[src/rtl/uart_byte_rx.sv]
// uart_byte_rx
// 8N1 serial receiver with 16x oversampling, feeding the on-screen text renderer.
// A byte that passes the stop-bit check is presented on `data` with a one-cycle
// `we` strobe. A byte whose stop bit reads low raises a one-cycle `frame_err`,
// leaves `data` untouched, and parks the FSM in RECOVER until the line idles
// high again, so a held-low break cannot look like a new start bit.

module uart_byte_rx #(
  parameter int CLK_HZ = 100_000_000,
  parameter int BAUD   = 9600,
  parameter int DIV    = CLK_HZ / (BAUD * 16)
) (
  input  logic       clk,
  input  logic       reset,
  input  logic       rx,
  output logic [7:0] data,
  output logic       we,
  output logic       frame_err,
  output logic       busy
);

  // Width of the oversample divider; DIV >= 2 keeps this at least one bit.
  localparam int TW = $clog2(DIV);
  localparam logic [TW-1:0] TCNT_LAST = TW'(DIV - 1);
  localparam logic [TW-1:0] TCNT_ONE  = TW'(1);

  // Oversample slot numbers used for sampling decisions.
  localparam logic [3:0] SCNT_MID  = 4'd7;   // middle of the start bit
  localparam logic [3:0] SCNT_LAST = 4'd15;  // one full bit after the previous sample
  localparam logic [2:0] BCNT_LAST = 3'd7;   // eighth data bit

  typedef enum logic [2:0] {
    S_IDLE    = 3'd0,
    S_START   = 3'd1,
    S_DATA    = 3'd2,
    S_STOP    = 3'd3,
    S_RECOVER = 3'd4
  } state_t;

  // Synchronizer
  logic rx_meta_r;
  logic rxs_r;

  // FSM
  state_t state_r;
  state_t state_nxt_s;

  // Timing / datapath
  logic [TW-1:0] tcnt_r;
  logic          tick_s;
  logic [3:0]    scnt_r;
  logic [2:0]    bcnt_r;
  logic [7:0]    sh_r;

  // Sampling events decoded from state and counters
  logic start_sample_s;
  logic data_sample_s;
  logic last_bit_s;
  logic stop_sample_s;
  logic counting_s;

  // Output path
  logic       we_nxt_s;
  logic       frame_err_nxt_s;
  logic       busy_s;
  logic [7:0] data_r;
  logic       we_r;
  logic       frame_err_r;

  // ---------------------------------------------------------------------------
  // Event decode
  // ---------------------------------------------------------------------------
  assign tick_s         = (tcnt_r == TCNT_LAST);
  assign start_sample_s = (state_r == S_START) && tick_s && (scnt_r == SCNT_MID);
  assign data_sample_s  = (state_r == S_DATA)  && tick_s && (scnt_r == SCNT_LAST);
  assign last_bit_s     = data_sample_s && (bcnt_r == BCNT_LAST);
  assign stop_sample_s  = (state_r == S_STOP)  && tick_s && (scnt_r == SCNT_LAST);
  // The divider only runs while a frame is being timed.
  assign counting_s     = (state_r == S_START) || (state_r == S_DATA) || (state_r == S_STOP);

  // Two-flop synchronizer for the asynchronous rx pin; idles high out of reset.
  always_ff @(posedge clk or negedge reset) begin
    if (!reset) begin
      rx_meta_r <= 1'b1;
      rxs_r     <= 1'b1;
    end else begin
      rx_meta_r <= rx;
      rxs_r     <= rx_meta_r;
    end
  end

  // FSM state register.
  always_ff @(posedge clk or negedge reset) begin
    if (!reset) begin
      state_r <= S_IDLE;
    end else begin
      state_r <= state_nxt_s;
    end
  end

  // FSM next-state logic.
  always_comb begin
    state_nxt_s = state_r;
    case (state_r)
      S_IDLE: begin
        if (!rxs_r) begin
          state_nxt_s = S_START;
        end else begin
          state_nxt_s = S_IDLE;
        end
      end
      S_START: begin
        // A line that is high again mid start bit was only a glitch.
        if (start_sample_s) begin
          if (rxs_r) begin
            state_nxt_s = S_IDLE;
          end else begin
            state_nxt_s = S_DATA;
          end
        end else begin
          state_nxt_s = S_START;
        end
      end
      S_DATA: begin
        if (last_bit_s) begin
          state_nxt_s = S_STOP;
        end else begin
          state_nxt_s = S_DATA;
        end
      end
      S_STOP: begin
        if (stop_sample_s) begin
          if (rxs_r) begin
            state_nxt_s = S_IDLE;
          end else begin
            state_nxt_s = S_RECOVER;
          end
        end else begin
          state_nxt_s = S_STOP;
        end
      end
      S_RECOVER: begin
        // Hold off until the break ends so it cannot retrigger a frame.
        if (rxs_r) begin
          state_nxt_s = S_IDLE;
        end else begin
          state_nxt_s = S_RECOVER;
        end
      end
      default: begin
        state_nxt_s = S_IDLE;
      end
    endcase
  end

  // FSM output decode: strobe requests and the busy flag.
  always_comb begin
    we_nxt_s        = 1'b0;
    frame_err_nxt_s = 1'b0;
    busy_s          = 1'b0;
    case (state_r)
      S_IDLE: begin
        busy_s = 1'b0;
      end
      S_START, S_DATA, S_RECOVER: begin
        busy_s = 1'b1;
      end
      S_STOP: begin
        busy_s = 1'b1;
        if (stop_sample_s) begin
          we_nxt_s        = rxs_r;
          frame_err_nxt_s = ~rxs_r;
        end else begin
          we_nxt_s        = 1'b0;
          frame_err_nxt_s = 1'b0;
        end
      end
      default: begin
        busy_s = 1'b0;
      end
    endcase
  end

  // Oversample tick divider: counts 0..DIV-1 while timing a frame, held at 0 otherwise.
  always_ff @(posedge clk or negedge reset) begin
    if (!reset) begin
      tcnt_r <= '0;
    end else if (!counting_s) begin
      tcnt_r <= '0;
    end else if (tick_s) begin
      tcnt_r <= '0;
    end else begin
      tcnt_r <= tcnt_r + TCNT_ONE;
    end
  end

  // Sample-slot counter: restarts at each phase boundary, otherwise advances per tick.
  always_ff @(posedge clk or negedge reset) begin
    if (!reset) begin
      scnt_r <= 4'd0;
    end else if (!counting_s) begin
      scnt_r <= 4'd0;
    end else if (start_sample_s || last_bit_s) begin
      scnt_r <= 4'd0;
    end else if (tick_s) begin
      scnt_r <= scnt_r + 4'd1;
    end else begin
      scnt_r <= scnt_r;
    end
  end

  // Data-bit counter: cleared while idle, steps once per data-bit sample.
  always_ff @(posedge clk or negedge reset) begin
    if (!reset) begin
      bcnt_r <= 3'd0;
    end else if (state_r == S_IDLE) begin
      bcnt_r <= 3'd0;
    end else if (data_sample_s) begin
      bcnt_r <= bcnt_r + 3'd1;
    end else begin
      bcnt_r <= bcnt_r;
    end
  end

  // Shift register: LSB arrives first, so new bits enter at the top and move down.
  always_ff @(posedge clk or negedge reset) begin
    if (!reset) begin
      sh_r <= 8'h00;
    end else if (data_sample_s) begin
      sh_r <= {rxs_r, sh_r[7:1]};
    end else begin
      sh_r <= sh_r;
    end
  end

  // Registered outputs: latch the byte and pulse the matching strobe for one clock.
  always_ff @(posedge clk or negedge reset) begin
    if (!reset) begin
      data_r      <= 8'h00;
      we_r        <= 1'b0;
      frame_err_r <= 1'b0;
    end else begin
      we_r        <= we_nxt_s;
      frame_err_r <= frame_err_nxt_s;
      if (we_nxt_s) begin
        data_r <= sh_r;
      end else begin
        data_r <= data_r;
      end
    end
  end

  assign data      = data_r;
  assign we        = we_r;
  assign frame_err = frame_err_r;
  assign busy      = busy_s;

endmodule

[config.mk]
export PLATFORM = sky130hd
export DESIGN_NAME = uart_byte_rx
export DESIGN_NICKNAME = d
export VERILOG_FILES = /design/src/rtl/uart_byte_rx.sv
export SDC_FILE = /design/constraint.sdc
export NUM_CORES = 1
export LEC_CHECK = 0
export CORE_ASPECT_RATIO = 1.5
export CORE_MARGIN = 2
export CORE_UTILIZATION = 45
export CTS_CLUSTER_SIZE = 28
export DETAILED_ROUTE_END_ITERATION = 6
export MAX_ROUTING_LAYER = met4
export PLACE_DENSITY = 0.66
export SYNTH_ARGS = -nofsm -noshare
export SYNTH_HDL_FRONTEND = slang
export SYNTH_SLANG_ARGS = --single-unit
[constraint.sdc]
create_clock -name clk -period 1.7 [get_ports clk]
set_input_delay 0.17 -clock clk [delete_from_list [all_inputs] [get_ports clk]]
set_output_delay 0.17 -clock clk [all_outputs]
set_load 0.005 [all_outputs]
==> results of run 1 <==
-- layout make-up --
| class | instances | area (um^2) | share of cell area |
|---|---|---|---|
| clock buffers | 5 | 68.82 | 0.02832 |
| clock inverters | 3 | 46.29 | 0.01905 |
| inverters | 4 | 15.01 | 0.006179 |
| multi-input cells | 109 | 873.3 | 0.3594 |
| flip-flops and latches | 40 | 1006 | 0.4140 |
| well taps | 46 | 57.56 | 0.02369 |
| repair buffers | 44 | 362.8 | 0.1493 |
-- power breakdown --
part           switching, mW  internal, mW  total [mW]  leakage [nW]
Sequential           0.00269         0.955       0.958         0.535
Combinational         0.0201       0.00758      0.0277         0.566
Clock                  0.353         0.442       0.796        0.0548
-- layer usage --
| layer | up-vias | global-route usage | share of wire |
|---|---|---|---|
| met3 | 5 | 0.04806 | 0.028 |
| met1 | 699 | 0.2206 | 0.41 |
| met2 | 18 | 0.3208 | 0.55 |
| met5 | - | - | 0 |
| met4 | 0 | 0.05920 | 0.014 |
| li1 | 645 | - | - |
-- through the flow --
stage	setup TNS, ps	hold WS [ps]	cell area [um^2]	util
after global routing	-412.3	291.5	2430	0.5823
after global placement	0	127.3	2198	0.5268
after detailed placement	-80.33	142.1	2198	0.5268
final	0	291.7	2430	0.5823
after floorplan	0	-125.6	1911	-
after CTS	-4.380	287.0	2351	0.5634
-- how the worst max path moves through the flow --
stage | from | endpoint | cells past startpoint
final | tcnt_r[4] | data[5] | 4
after floorplan | tcnt_r[0] | data[0] | 7
after global placement | tcnt_r[0] | scnt_r[1] | 7
after detailed placement | tcnt_r[0] | scnt_r[1] | 7
after CTS | tcnt_r[0] | state_r[1] | 7
after global routing | scnt_r[1] | data[5] | 5
-- sequential cells by signal, summed over array words and instances, names as in the netlist --
register	flops
sh_r	8
scnt_r	4
rx_meta_r	1
frame_err	1
rxs_r	1
tcnt_r	10
state_r	3
bcnt_r	3
data	8
we	1
-- timing repair --
action,4_1_cts,5_1_grt
hold buffers,1,0
setup endpoints to repair,5,34
endpoints found under the hold margin,15,0
setup buffers,1,8
pin swaps,1,5
gates resized for setup,6,7
-- kinds of logic (layout without fill, tap and decap cells) --
| kind of cell | Yosys count | count (layout) | share of synthesized area |
|---|---|---|---|
| and+or+nand+nor | 61 | 61 | 0.1866 |
| DFF | 40 | 40 | 0.5252 |
| muxes | 16 | 16 | 0.1100 |
| AOI/OAI and AO/OA | 15 | 15 | 0.05502 |
| xor gates and xnor gates | 12 | 12 | 0.05501 |
| buffers and inverters | 10 | 56 | 0.03536 |
| adders and majority gates | 5 | 5 | 0.03274 |
-- cell usage in the layout, fill, tap and decap left out, drive strengths merged, types with 4 or more instances in the layout --
cell	n
xor2	5
o21ai	4
nor3	7
nand4	5
clkbuf	5
buf	31
inv	5
clkdlybuf4s50	11
nand3	7
dfrtp	38
xnor2	7
a21oi	4
nor2	18
ha	5
nand2	10
mux2	16
==> impl_metrics.py, run 1 <==
metrics = {
    "yosys": {
        "synthCells": 159,
        "async_reset_ff_frac": 1.000,
        "ys.flop_type": "dfrtp_1",
        "synthMostInstantiatedCell": "dfrtp_1",
        "yosysTopAreaCellShare": 0.4977,
        "synth.distinct_cells": 42,
        "ys_ff_latch": 40,
        "syn_nets": 167,
        "yosys_warnings": 0,
        "syn_area_um2": 1911,
        "avgSynthCellArea_um2": 12.02,
        "yosysTopAreaCell": "dfrtp_1",
        "synthTopCellsByCount": "dfrtp_1, nor2_1, nand2_1",
        "synth-edff-count": 0,
        "netlist_top_cells_area": "dfrtp_1, mux2_4, mux2_2, nor2_1, ha_1",
        "seq_area_frac_synth": 0.5252,
    },
    "timing": {
        "maxSlewViolCount": 0,
        "setup_viol": 0,
        "hold_violations": 0,
        "rsz0062_at_grt": "true",
        "slew_headroom": 0.6624,
        "fmax_mhz": 599.3,
        "period_share": 0.9815,
        "max_slew.worst_pin.slew_ps": 502.5,
        "setup_ws_ps": 31.48,
        "skew_ps": 9.769,
        "finalCriticalPeriod_ps": 1669,
    },
    "critical_path": {
        "r2r-start": "tcnt_r[4]",
        "critical-path-top-delay-family": "simple AND/OR/NAND/NOR gates",
        "crit_slowest_cell": "dfrtp_1",
        "rr_endpoint": "data[5]",
        "cp-end-kind": "flip-flop",
        "slowest_delay_ps": 400,
        "r2r_setup_slack_ps": 30,
        "cp_num_buf_inv": 0,
        "cp.arrival_ps": 1850,
        "crit_type": "flip-flop to flip-flop",
        "cp.required_ps": 1880,
        "worstPathCellList": "and4bb_2 -> nand4_2 -> nor2_4 -> mux2_2",
        "cp-start-kind": "flip-flop",
        "reg2reg_depth": 4,
        "cp_max_fo": 8,
    },
    "placed_design": {
        "place_inst": 233,
        "gp_congestion": 0.7662,
        "hpwl_um": 2677,
        "place.port_buffers": 13,
        "place_ws_ps": -26.37,
    },
    "run": {
        "drv_cap": 0,
    },
    "cells_and_area": {
        "synthToLayoutAreaGrowth_pct": 27.18,
        "antennaDiodeCount": 0,
        "n_fill_cell": 348,
        "stdcell_count": 251,
        "layout-drive-gt1-share": 0.3561,
        "num-nets-final": 212,
    },
    "die": {
        "die_h_um": 83.81,
        "num_rows": 29,
        "die-area_um2": 4794,
        "die_x_um": 57.20,
        "core-area_um2": 4173,
        "pin_count": 14,
        "initial_core_util": 0.4579,
    },
    "run_status": {
        "status": "finished clean",
    },
    "drt": {
        "detail-route-antenna-nets": 0,
        "wl_um": 3830,
        "drcViolationCount": 0,
        "drt-pass1-iter-count": 4,
        "avgViaCountPerCell": 5.446,
        "drtIter0Drc": 20,
        "wl_per_cell_um": 15.26,
        "vias": 1367,
    },
    "min_path": {
        "holdCritStartpoint": "rx",
        "holdPathEnd": "rx_meta_r",
        "worstHoldPathType": "input pin to flip-flop",
        "holdPathStages": 1,
    },
    "power_and_ir_drop": {
        "powerDensity_nw_per_um2": 733.0,
        "p_leak_nw": 1.156,
        "peakVddDrop_mv": 0.6163,
        "total_power_mw": 1.781,
    },
    "grt": {
        "grt_max_degree": 20,
        "grt_overflow": 0,
        "grt.total_usage": 0.1906,
        "grt_pass1_wl_um": 6879,
        "grt_pass1_vias": 1473,
        "antenna_found_initial": 0,
    },
    "cts": {
        "htreeDepth": 2,
        "numCtsBuffers": 5,
        "cts.sinks": 40,
        "cts_tree": "yes",
        "clk_path_buf_depth": 2,
        "clk_pin_slew_worst_paths_ps": 80,
        "insertion_delay_ps": 300,
        "clock-root-buffer": "clkbuf_8",
    },
}
Power figures use the tool's default switching activity.
==> inputs of run 2 (changes only) <==
--- a/config.mk
+++ b/config.mk
@@ -8,10 +8,12 @@
 export CORE_ASPECT_RATIO = 1.5
 export CORE_MARGIN = 2
 export CORE_UTILIZATION = 45
+export CTS_CLUSTER_DIAMETER = 120
 export CTS_CLUSTER_SIZE = 28
 export DETAILED_ROUTE_END_ITERATION = 6
+export GPL_ROUTABILITY_DRIVEN = 0
 export MAX_ROUTING_LAYER = met4
-export PLACE_DENSITY = 0.66
+export PLACE_DENSITY = 0.73
 export SYNTH_ARGS = -nofsm -noshare
 export SYNTH_HDL_FRONTEND = slang
 export SYNTH_SLANG_ARGS = --single-unit
==> impl_metrics.py, run 2 (synthesis results as in run 1) <==
metrics = {
    "run_status": {
        "status": "finished with violations",
        "violations": "negative setup slack",
    },
    "cells_and_area": {
        "final_common_cell": "dfrtp_1",
        "stdcell_count": 243,
        "antennaDiodeCount": 0,
        "largest_register": "tcnt_r",
        "final_cell_mix": "dfrtp_1, buf_4, nor2_1, clkdlybuf4s50_1, mux2_4",
        "synthToLayoutAreaGrowth_pct": 25.02,
        "layout-drive-gt1-share": 0.3452,
        "largest_reg_flops": 10,
        "fin_area_um2": 2389,
        "num-nets-final": 204,
    },
    "timing": {
        "hold_violations": 0,
        "slew_headroom": 0.6711,
        "setup_viol": 3,
        "setup_ws_ps": -15.43,
        "rsz0062_at_grt": "true",
        "maxSlewViolCount": 0,
        "fmax_mhz": 582.9,
        "finalCriticalPeriod_ps": 1715,
        "max_slew.worst_pin.slew_ps": 492.3,
        "period_share": 1.009,
        "skew_ps": 2.966,
    },
    "drt": {
        "avgViaCountPerCell": 5.576,
        "vias": 1355,
        "wl_per_cell_um": 15.44,
        "drcViolationCount": 0,
        "drtIter0Drc": 46,
        "drt-pass1-iter-count": 5,
        "wl_um": 3753,
        "detail-route-antenna-nets": 0,
    },
    "cts": {
        "cts_tree": "yes",
        "cts.sinks": 40,
        "clk_path_buf_depth": 2,
        "clk_pin_slew_worst_paths_ps": 70,
        "clock-root-buffer": "clkbuf_8",
        "numCtsBuffers": 5,
        "insertion_delay_ps": 290,
        "htreeDepth": 2,
    },
    "placed_design": {
        "place.port_buffers": 13,
        "dpl_cell_area_um2": 2166,
        "place_inst": 227,
        "hpwl_um": 2678,
    },
    "critical_path": {
        "slowest_delay_ps": 390,
        "cp-end-kind": "flip-flop",
        "crit_slowest_cell": "dfrtp_1",
        "cp.required_ps": 1920,
        "cp.arrival_ps": 1930,
        "crit_type": "flip-flop to flip-flop",
        "cp_max_fo": 5,
        "cp-start-kind": "flip-flop",
        "worstPathCellList": "and4bb_2 -> buf_4 -> nand4_2 -> buf_6 -> or3_1 -> a21oi_1",
    },
    "die": {
        "core-area_um2": 4173,
        "die_h_um": 83.81,
        "die_x_um": 57.20,
        "die-area_um2": 4794,
        "pin_count": 14,
        "num_rows": 29,
        "initial_core_util": 0.4579,
    },
    "grt": {
        "grt.total_usage": 0.1730,
        "grt_pass1_vias": 1403,
        "grt_max_degree": 22,
        "grt_pass1_wl_um": 6306,
        "grt_overflow": 0,
        "antenna_found_initial": 0,
    },
    "power_and_ir_drop": {
        "powerDensity_nw_per_um2": 669.6,
        "peakVddDrop_mv": 0.6852,
        "p_leak_nw": 1.120,
    },
    "run": {
        "drv_cap": 0,
    },
    "min_path": {
        "worstHoldPathType": "input pin to flip-flop",
    },
}
[run 2: cell count changes in the layout (fill, tap and decap cells not counted), moves of 2 or more]
| cell | change |
|---|---|
| buf_4 | -11 |
| mux2_2 | -3 |
| mux2_4 | +3 |
| buf_12 | +2 |
| clkinv_2 | +2 |
[run 2: layer usage]
metal  GRT usage  share of wire  vias to the layer above  wire, um
met5           -              0                        -         0
met4     0.07822          0.030                        0       113
met1      0.1953           0.40                      674      1495
met2      0.2915           0.53                       39      2004
li1            -              -                      629         -
met3     0.03256          0.037                       13       140
[run 2: through the flow]
step	power [mW]	utilization	setup slack [ps]	hold WS (ps)	TNS, ps
3_3_place_gp	1.004	0.5190	33.50	149.5	0
6_report	1.599	0.5724	-15.43	282.9	-24.05
2_1_floorplan	0.9761	-	6.577	-125.6	0
4_1_cts	1.618	0.5496	-20.19	278.7	-20.19
3_5_place_dp	1.005	0.5190	-28.67	157.3	-387.3
5_1_grt	1.655	0.5724	-72.26	283.9	-675.9
[run 2: critical path: cells and delay by family, from the launching register on]
kind	cells	cell delay, ps
compound gates	1	140
flops	1	390
buf+inv	2	290
simple gates	3	820
[run 2: cell type report]
class,count,area (um^2)
clock buffer,5,68.82
clock inverter,3,18.77
fill,341,1784
inverter,4,15.01
multi-input combinational,109,888.4
sequential,40,1007
tap,46,57.56
timing repair buffer,36,332.8
[run 2: where the power goes]
part           internal, mW  leakage (nW)  switching [mW]  total, mW
logic               0.00911         0.539          0.0194     0.0285
clock network         0.286        0.0479           0.328      0.613
registers             0.955         0.534         0.00245      0.957
total                  1.25          1.12           0.350       1.60
[run 2: path summary, 6_finish.rpt]
check                          start         to  slack, ps  cells past startpoint
setup / recovery           tcnt_r[6]  bcnt_r[0]        -20                      6
hold / removal                    rx  rx_meta_r        280                      1
setup reg to reg           tcnt_r[6]  bcnt_r[0]        -20                      6
hold reg to reg            rx_meta_r      rxs_r        360                      0
max in group asynchronous      reset    data[4]        860                      3
min in group asynchronous      reset  scnt_r[1]        370                      2
[run 2: what timing repair did]
item / CTS / global route
hold endpoints to repair: 17 / 0
buffers inserted: 3 / 4
setup endpoints to repair: 19 / 35
hold buffers: 1 / 0
resized for setup: 4 / 14
pin swaps: 0 / 8
